File: config.mk
export PLATFORM = sky130hd
export DESIGN_NAME = hilo_unit
export DESIGN_NICKNAME = d
export VERILOG_FILES = /design/src/rtl/hilo_unit_pkg.sv /design/src/rtl/hilo_unit_div_step.sv /design/src/rtl/hilo_unit.sv
export SDC_FILE = /design/constraint.sdc
export NUM_CORES = 1
export LEC_CHECK = 0
export CORE_MARGIN = 2
export CORE_UTILIZATION = 25
export CTS_CLUSTER_DIAMETER = 60
export CTS_CLUSTER_SIZE = 25
export DETAILED_ROUTE_END_ITERATION = 7
export GPL_TIMING_DRIVEN = 0
export PLACE_DENSITY = 0.45
export SYNTH_ARGS = -nofsm -noshare
export SYNTH_HDL_FRONTEND = slang
export SYNTH_HIERARCHICAL = 1
export SYNTH_SLANG_ARGS = --single-unit
File: constraint.sdc
create_clock -name i_clk -period 8.4 [get_ports i_clk]
set_clock_uncertainty 0.1 [all_clocks]
set_input_delay 0.84 -clock i_clk [delete_from_list [all_inputs] [get_ports i_clk]]
set_output_delay 0.84 -clock i_clk [all_outputs]
set_load 0.02 [all_outputs]
File: src/rtl/hilo_unit_pkg.sv
// hilo_unit_pkg: op encodings shared with the ALU control field, XLEN and HI/LO FSM states.
// The DIV state exists only when HILO_DIV_EN is defined.
package hilo_unit_pkg;
  localparam int XLEN = 32;
  typedef enum logic [4:0] {
    OP_MULT  = 5'b00110,
    OP_MULTU = 5'b00111,
    OP_DIV   = 5'b01000,
    OP_DIVU  = 5'b01001,
    OP_MTHI  = 5'b10010,
    OP_MTLO  = 5'b10011
  } op_e;
`ifdef HILO_DIV_EN
  typedef enum logic [1:0] {S_IDLE, S_MUL, S_DIV, S_FINISH} state_e;
`else
  typedef enum logic [1:0] {S_IDLE, S_MUL, S_FINISH} state_e;
`endif
  function automatic logic [XLEN-1:0] mag(input logic [XLEN-1:0] v, input logic sgn);
    return (sgn && v[XLEN-1]) ? -v : v;
  endfunction
endpackage

File: src/rtl/hilo_unit_div_step.sv
// hilo_div_step: one restoring-division step on unsigned magnitudes.
module hilo_div_step
  import hilo_unit_pkg::*;
(
  input  logic [XLEN-1:0] i_rem,
  input  logic [XLEN-1:0] i_quo,
  input  logic [XLEN-1:0] i_div,
  output logic [XLEN-1:0] o_rem,
  output logic [XLEN-1:0] o_quo
);
  logic [XLEN:0] w_sh, w_diff;
  assign w_sh   = {i_rem, i_quo[XLEN-1]};
  assign w_diff = w_sh - {1'b0, i_div};
  assign o_rem  = w_diff[XLEN] ? w_sh[XLEN-1:0] : w_diff[XLEN-1:0];
  assign o_quo  = {i_quo[XLEN-2:0], ~w_diff[XLEN]};
endmodule

File: src/rtl/hilo_unit.sv
// hilo_unit: MIPS HI/LO unit with iterative multiply and (under HILO_DIV_EN) restoring divide.
// Without HILO_DIV_EN, DIV/DIVU complete in one cycle leaving HI/LO untouched.
module hilo_unit
  import hilo_unit_pkg::*;
(
  input  logic            i_clk,
  input  logic            i_rst_n,
  input  logic            i_start,
  input  logic [4:0]      i_op,
  input  logic [XLEN-1:0] i_op1,
  input  logic [XLEN-1:0] i_op2,
  output logic            o_busy,
  output logic            o_done,
  output logic [XLEN-1:0] o_hi,
  output logic [XLEN-1:0] o_lo,
  output logic            o_divide_zero
);
  state_e            r_state;
  logic [XLEN-1:0]   r_hi, r_lo, r_a;
  logic [2*XLEN-1:0] r_res;
  logic [4:0]        r_cnt;
  logic              r_phase, r_neg_q, r_done, r_dz;
  logic              w_mul, w_div, w_sgn;
  logic [XLEN:0]     w_sum;
  assign w_mul  = i_op == OP_MULT || i_op == OP_MULTU;
  assign w_div  = i_op == OP_DIV || i_op == OP_DIVU;
  assign w_sgn  = ~i_op[0];
  assign w_sum  = {1'b0, r_res[2*XLEN-1:XLEN]} + {1'b0, r_res[0] ? r_a : {XLEN{1'b0}}};
  assign o_busy = r_state != S_IDLE;
  assign o_done = r_done;
  assign o_divide_zero = r_dz;
  assign o_hi   = r_hi;
  assign o_lo   = r_lo;
`ifdef HILO_DIV_EN
  logic            r_neg_r, r_is_div;
  logic [XLEN-1:0] w_rem, w_quo;
  hilo_div_step u_step (
    .i_rem(r_res[2*XLEN-1:XLEN]),
    .i_quo(r_res[XLEN-1:0]),
    .i_div(r_a),
    .o_rem(w_rem),
    .o_quo(w_quo)
  );
`endif
  // r_res holds {acc, multiplier} while multiplying and {remainder, quotient} while dividing
  always_ff @(posedge i_clk or negedge i_rst_n) begin
    if (!i_rst_n) begin
      r_state <= S_IDLE;
      r_hi    <= '0;
      r_lo    <= '0;
      r_a     <= '0;
      r_res   <= '0;
      r_cnt   <= '0;
      r_phase <= 1'b0;
      r_neg_q <= 1'b0;
      r_done  <= 1'b0;
      r_dz    <= 1'b0;
`ifdef HILO_DIV_EN
      r_neg_r  <= 1'b0;
      r_is_div <= 1'b0;
`endif
    end else begin
      r_done <= 1'b0;
      r_dz   <= 1'b0;
      case (r_state)
        S_IDLE: if (i_start) begin
          if (i_op == OP_MTHI) r_hi <= i_op1;
          if (i_op == OP_MTLO) r_lo <= i_op1;
          if (w_mul) begin
            r_state <= S_MUL;
            r_a     <= mag(i_op1, w_sgn);
            r_res   <= {{XLEN{1'b0}}, mag(i_op2, w_sgn)};
            r_neg_q <= w_sgn & (i_op1[XLEN-1] ^ i_op2[XLEN-1]);
            r_cnt   <= '0;
            r_phase <= 1'b0;
`ifdef HILO_DIV_EN
            r_is_div <= 1'b0;
`endif
          end
          if (w_div) begin
`ifdef HILO_DIV_EN
            r_state  <= S_DIV;
            r_a      <= mag(i_op2, w_sgn);
            r_res    <= {{XLEN{1'b0}}, mag(i_op1, w_sgn)};
            r_neg_q  <= w_sgn & (i_op1[XLEN-1] ^ i_op2[XLEN-1]);
            r_neg_r  <= w_sgn & i_op1[XLEN-1];
            r_is_div <= 1'b1;
            r_cnt    <= '0;
            r_phase  <= 1'b0;
`else
            r_state <= S_FINISH;
            r_res   <= {r_hi, r_lo};
            r_phase <= 1'b1;
`endif
          end
        end
        S_MUL: begin
          r_res <= {w_sum, r_res[XLEN-1:1]};
          r_cnt <= r_cnt + 5'd1;
          if (&r_cnt) r_state <= S_FINISH;
        end
`ifdef HILO_DIV_EN
        S_DIV: if (r_a == '0) begin
          r_state <= S_IDLE;
          r_done  <= 1'b1;
          r_dz    <= 1'b1;
        end else begin
          r_res <= {w_rem, w_quo};
          r_cnt <= r_cnt + 5'd1;
          if (&r_cnt) r_state <= S_FINISH;
        end
`endif
        S_FINISH: if (!r_phase) begin
          r_phase <= 1'b1;
`ifdef HILO_DIV_EN
          if (r_is_div)
            r_res <= {r_neg_r ? -r_res[2*XLEN-1:XLEN] : r_res[2*XLEN-1:XLEN],
                      r_neg_q ? -r_res[XLEN-1:0] : r_res[XLEN-1:0]};
          else
            r_res <= r_neg_q ? -r_res : r_res;
`else
          r_res <= r_neg_q ? -r_res : r_res;
`endif
        end else begin
          r_hi    <= r_res[2*XLEN-1:XLEN];
          r_lo    <= r_res[XLEN-1:0];
          r_done  <= 1'b1;
          r_state <= S_IDLE;
        end
        default: r_state <= S_IDLE;
      endcase
    end
  end
endmodule

==> impl_metrics.py, run 1 <==
metrics = {
    "detailed_routing": {
        "first_pass_iters": 5,
        "drt-met1-wl_mm": 28.89,
        "wl_per_cell_um": 24.57,
        "via_per_inst": 5.521,
        "wl_mm": 62.75,
        "highest_layer": "met5",
        "drt-initial-drc-count": 1263,
        "wl_met2_mm": 27.44,
        "drc": 0,
        "wl_met3_mm": 4.472,
        "vias": 14100,
        "ant_nets": 0,
    },
    "global_route": {
        "grt_max_degree": 93,
        "grt_overflow_total": 0,
        "grt_pass1_vias": 13610,
        "grt_pass1_wl_mm": 91.92,
        "grt_use_total_pct": 23.17,
        "antenna_found_initial": 2,
    },
    "synthesis": {
        "synth_xor_area_share_pct": 6.863,
        "synthFlopType": "dfrtp_1",
        "netlist_area_mm2": 0.01302,
        "synth_fa_ha_area_share_pct": 4.095,
        "ys_seq_elements": 170,
        "syn-num-nets": 1816,
        "synthSimpleGateAreaFrac_pct": 23.93,
        "synth.area.mux_share_pct": 0.8651,
        "synth_edf_count": 0,
        "synth_top_area_cell": "dfrtp_1",
        "synth_commonest_cells": "a21oi_1 (231), nand2_1 (199), dfrtp_1 (170), nor2_1 (167), o21ai_0 (146)",
        "yosysMostFrequentCell": "a21oi_1",
        "synthCells": 1702,
        "synth_area_per_cell_um2": 7.648,
        "synth_compound_gate_area_share_pct": 27.06,
        "async_flop_share_pct": 100.0,
        "synthTopCellsByArea": "dfrtp_1 (33%), a21oi_1 (8.9%), nand2_1 (5.7%)",
        "yosysSeqAreaShare_pct": 32.68,
        "synth_cell_types": 74,
        "yosysWarnings": 6,
        "synth_top_area_share_pct": 32.68,
        "synth_top_family_by_area": "compound AO/OA/AOI/OAI gates",
    },
    "setup_path": {
        "path_max_fanout": 10,
        "end_kind": "flop",
        "cp.arrival_ps": 5350,
        "worstPathRequired_ps": 8670,
        "r2r_cells": 14,
        "worstSetupPathType": "reg -> reg",
        "startpoint_type": "flop",
    },
    "cells_and_area": {
        "design_area_mm2": 0.01584,
        "nNetsFinal": 1974,
        "fillers": 5621,
        "layout.cells.non_filler": 2554,
        "utilization_pct": 30.81,
        "area_delta_synth_final_pct": 21.65,
        "drive_gt1_share_pct": 3.203,
    },
    "floorplanning": {
        "die_w_um": 232.2,
        "die_area_mm2": 0.05391,
        "floorplan.rows": 83,
        "die_h_um": 232.2,
        "start_util_pct": 25.32,
        "coreArea_mm2": 0.05141,
        "num_io_pins": 139,
    },
    "placed_design": {
        "routabilityCongestion": 0.9052,
        "portBuffers": 137,
        "placed_cell_area_mm2": 0.01529,
        "dp.cells": 2521,
        "post-dp-hpwl_mm": 47.64,
    },
    "clock_tree": {
        "numCtsBuffers": 17,
        "cts_buffer_depth": 2,
        "clkLatencyLatePin_ps": 470,
        "clk_pin_slew_worst_paths_ps": 70,
        "postCtsSetupBuffers": 0,
        "cts_resized": 0,
        "h-tree-depth": 4,
        "tritoncts": "built",
        "hold_buffers": 0,
        "cts_sinks": 170,
        "cts-root-buf": "clkbuf_16",
    },
    "run": {
        "drv_cap": 0,
    },
    "sta": {
        "rsz0062_at_grt": "no",
        "whs_ps": 288.9,
        "max-slew-margin-rel_pct": 15.27,
        "fmax_ghz": 0.1967,
        "drv_slew": 0,
        "fin_crit_sh_pct": 60.53,
        "tightestPinTransition_ps": 1253,
        "final_hold_viol_count": 0,
        "finalSetupViolCount": 0,
        "min_period_ps": 5084,
    },
    "power_and_ir_drop": {
        "p_leak_uw": 0.006091,
        "power_density_mw_per_mm2": 434.3,
        "ir_drop_uv": 291.0,
        "finalPower_uw": 6878,
    },
    "worst_hold_path": {
        "hold_path.class": "in -> async",
    },
    "outcome": {
        "status": "finished, final reports clean",
    },
}
-- metrics by stage --
stage                     setup slack (ps)  setup TNS (ps)
after global routing                  2944               0
final                                 3316               0
after global placement               -1705         -283780
after CTS                             3367               0
after detailed placement              3402               0
after floorplan                       5135               0
-- final timing paths --
kind                                      startpoint                    end  slack (ps)
worst max-delay path            r_res[0]$_DFFE_PN0P_  r_res[49]$_DFFE_PN0P_        3320
worst min register to register    r_a[3]$_DFFE_PN0P_     r_a[3]$_DFFE_PN0P_         380
max in group asynchronous                    i_rst_n   r_res[7]$_DFFE_PN0P_        6910
min in group i_clk                r_a[3]$_DFFE_PN0P_     r_a[3]$_DFFE_PN0P_         380
worst min-delay path                         i_rst_n   o_hi[23]$_DFFE_PN0P_         290
worst max register to register  r_res[0]$_DFFE_PN0P_  r_res[49]$_DFFE_PN0P_        3320
-- where the power goes --
| part | total, uW | switching, uW | internal, uW |
|---|---|---|---|
| sequential | 1750 | 511 | 1240 |
| clock | 787 | 386 | 401 |
| combinational | 4340 | 2910 | 1430 |
| total | 6880 | 3810 | 3070 |
-- critical path, stage by stage (launching register included) --
cell       delay (ps)
dfrtp_1           320
clkbuf_1          710
clkbuf_1          600
and2_1            230
ha_1              240
inv_1              80
fa_1              400
nor2b_1           180
o2111ai_1         180
a211oi_1          440
nor2_1            190
o21ai_0           570
nor3b_1           260
o21ai_0           150
a221oi_1          300
-- sequential cells by signal (all words and copies together) (netlist names) --
name / cells
o_hi: 32
r_neg_q: 1
r_phase: 1
r_state: 2
o_done: 1
r_cnt: 5
o_lo: 32
r_a: 32
r_res: 64
-- cell families (layout without fill, tap and decap cells) --
family,after synthesis,after routing
other cells,1,2
compound gates,584,584
xor+xnor,102,102
mux,11,11
simple gates,642,642
flops,170,170
fa+ha+maj,42,42
buf+inv,150,321
-- cell type report --
class	count	area [um^2]	share of cell area (%)
well taps	680	850.8	5.373
diodes	1	2.502	0.01580
inverters	30	112.6	0.7111
multi-input cells	1382	8190	51.72
clock inverters	10	70.07	0.4424
flip-flops and latches	170	4254	26.86
repair buffers	139	1411	8.912
clock buffers	22	474.2	2.994
plain buffers	120	470.5	2.971
-- placed cells by master (no fill, tap or decap), types with 27 or more instances in the layout --
master / n
nor2_1: 167
and2_1: 36
dfrtp_1: 170
clkdlybuf4s50_1: 136
xor2_1: 52
nor2b_1: 33
a21o_1: 27
nand3_1: 33
xnor2_1: 50
o21ai_0: 146
a21oi_1: 230
ha_1: 41
nor3_1: 45
inv_1: 30
a211oi_1: 29
nand2_1: 199
clkbuf_1: 113
-- routing by layer --
metal	vias to the layer above	global-route usage [%]
met5	-	0
met4	2	7.712
met3	86	4.064
met2	568	34.99
met1	6990	33.11
li1	6455	-
Power figures use the tool's default switching activity.
==> run 2: changes to the inputs <==
PLACE_DENSITY = 0.46   (was 0.45)
clock period = 4.3 ns   (was 8.4 ns; I/O delays follow)
==> run 2 against run 1 <==
  * Clock power is 140% higher
  * First-iteration DRC count grew 23%
  * Via count about the same
  * Core utilization grew 0.37 points
  * Critical path depth down 2
  * Combinational power grew 96%
  * Final cell count hardly changed
  * Worst setup slack worse by 3200 ps
  * Count of clock-buffer cells in the layout decreased by 2
  * Register-to-register slack worse by 3200 ps
  * Global-route usage shrank 0.072 points
  * Die area unchanged
  * Critical endpoint is now r_res[54]$_DFFE_PN0P_
  * Largest cell class unchanged
  * Largest power group unchanged
==> impl_metrics.py, run 2 (same netlist as run 1, synthesis figures left out) <==
metrics = {
    "outcome": {
        "status": "finished, final reports clean",
    },
    "detailed_routing": {
        "wl_mm": 62.50,
        "ant_nets": 0,
        "via_per_inst": 5.521,
        "vias": 14110,
        "wl_met3_mm": 4.719,
        "drc": 0,
        "drt-met1-wl_mm": 28.45,
        "first_pass_iters": 5,
        "wl_per_cell_um": 24.45,
        "drt-initial-drc-count": 1554,
        "highest_layer": "met4",
        "wl_met2_mm": 27.33,
    },
    "clock_tree": {
        "clkLatencyLatePin_ps": 480,
        "cts_buffer_depth": 2,
        "postCtsSetupBuffers": 0,
        "cts_sinks": 170,
        "clk_pin_slew_worst_paths_ps": 70,
        "h-tree-depth": 4,
        "tritoncts": "built",
        "numCtsBuffers": 17,
        "cts-root-buf": "clkbuf_16",
    },
    "power_and_ir_drop": {
        "p_leak_uw": 0.006187,
        "power_density_mw_per_mm2": 862.4,
        "finalPower_uw": 13820,
        "ir_drop_uv": 450.4,
    },
    "sta": {
        "final_hold_viol_count": 0,
        "min_period_ps": 4190,
        "fmax_ghz": 0.2387,
        "tightestPinTransition_ps": 1260,
        "finalSetupViolCount": 0,
        "drv_slew": 0,
        "max-slew-margin-rel_pct": 15.86,
        "rsz0062_at_grt": "no",
        "fin_crit_sh_pct": 97.44,
    },
    "global_route": {
        "grt_pass1_wl_mm": 91.77,
        "grt_max_degree": 75,
        "grt_pass1_vias": 13710,
        "grt_use_total_pct": 23.10,
        "antenna_found_initial": 2,
        "grt_overflow_total": 0,
    },
    "cells_and_area": {
        "largest-register": "r_res",
        "fillers": 5528,
        "largest_reg_flops": 64,
        "final_common_cell": "a21oi_1",
        "mostFrequentLayoutCells": "a21oi_1 (231), nand2_1 (199), dfrtp_1 (169), nor2_1 (167), o21ai_0 (145)",
        "nNetsFinal": 1976,
        "area_delta_synth_final_pct": 23.13,
        "multi_input_area_mm2": 0.008202,
        "utilization_pct": 31.18,
        "regArea_mm2": 0.004255,
        "drive_gt1_share_pct": 3.467,
        "design_area_mm2": 0.01603,
    },
    "floorplanning": {
        "num_io_pins": 139,
        "floorplan.rows": 83,
        "die_h_um": 232.2,
        "coreArea_mm2": 0.05141,
        "start_util_pct": 25.32,
        "die_w_um": 232.2,
        "die_area_mm2": 0.05391,
    },
    "run": {
        "drv_cap": 0,
    },
    "placed_design": {
        "portBuffers": 137,
        "post-dp-hpwl_mm": 47.77,
        "placed_cell_area_mm2": 0.01532,
        "routabilityCongestion": 0.9117,
    },
    "setup_path": {
        "end_kind": "flop",
        "worstSetupPathType": "reg -> reg",
        "path_max_fanout": 10,
        "cp.arrival_ps": 4440,
        "startpoint_type": "flop",
        "cp_common_cell": "a221o_1",
        "max_stage_delay_ps": 620,
        "critPathSlowestCell": "dfrtp_2",
        "crit_chain": "clkbuf_2, nand2_1, inv_1, ha_1, a211oi_1, o211ai_1, a221o_1, a31o_2, a21oi_1, xor2_1, o221ai_1, a221o_1",
        "worstPathRequired_ps": 4550,
    },
    "worst_hold_path": {
        "hold_path.class": "in -> async",
    },
}
[run 2: final timing paths]
check,startpoint,slack [ps],end,cells after the start
max,r_res[0]$_DFFE_PN0P_,110,r_res[54]$_DFFE_PN0P_,12
min,i_rst_n,340,r_a[28]$_DFFE_PN0P_,2
max reg2reg,r_res[0]$_DFFE_PN0P_,110,r_res[54]$_DFFE_PN0P_,12
min reg2reg,r_a[3]$_DFFE_PN0P_,380,r_a[3]$_DFFE_PN0P_,2
max in group asynchronous,i_rst_n,2710,r_res[7]$_DFFE_PN0P_,4
min in group i_clk,r_a[3]$_DFFE_PN0P_,380,r_a[3]$_DFFE_PN0P_,2
[run 2: repair_timing]
item	4_1_cts	5_1_grt
pin swaps	0	0
resized for setup	3	2
hold buffers	1	0
endpoints found under the setup margin	17	6
hold endpoints to repair	36	0
[run 2: cell type report]
| cell class | count | share of cell area, % |
|---|---|---|
| multi-input cells | 1382 | 51.17 |
| flip-flops and latches | 170 | 26.55 |
| repair buffers | 142 | 9.087 |
| well taps | 680 | 5.308 |
| plain buffers | 119 | 2.920 |
| clock buffers | 20 | 2.724 |
| clock inverters | 12 | 1.522 |
| inverters | 30 | 0.7026 |
| diodes | 1 | 0.01561 |
[run 2: power by group]
group,internal (uW),total [uW],switching (uW)
sequential,2420,3430,1010
clock,1150,1890,740
combinational,2800,8500,5700
total,6370,13800,7450
[run 2: per-layer routing]
layer,vias up,track usage (%)
met5,-,0
met4,0,8.033
met1,6987,32.20
li1,6454,-
met3,85,4.862
met2,585,35.09
[run 2: through the flow]
step           TNS (ps)  worst slack (ps)  hold WS, ps  instances
2_1_floorplan         0              1035        34.41       1702
3_3_place_gp    -931530             -5409        355.4       2519
3_5_place_dp      -4870            -629.4        242.2       2523
4_1_cts               0             202.4        349.0       2555
5_1_grt               0             1.906        360.8       2555
6_report              0             109.9        337.8       2556
[run 2: worst max-delay path, delay by kind of cell (launching register included)]
family	cells	cell delay (ps)
xor+xnor	1	360
flops	1	620
compound gates	7	2120
simple gates	1	150
fa+ha+maj	1	230
buf+inv	2	470
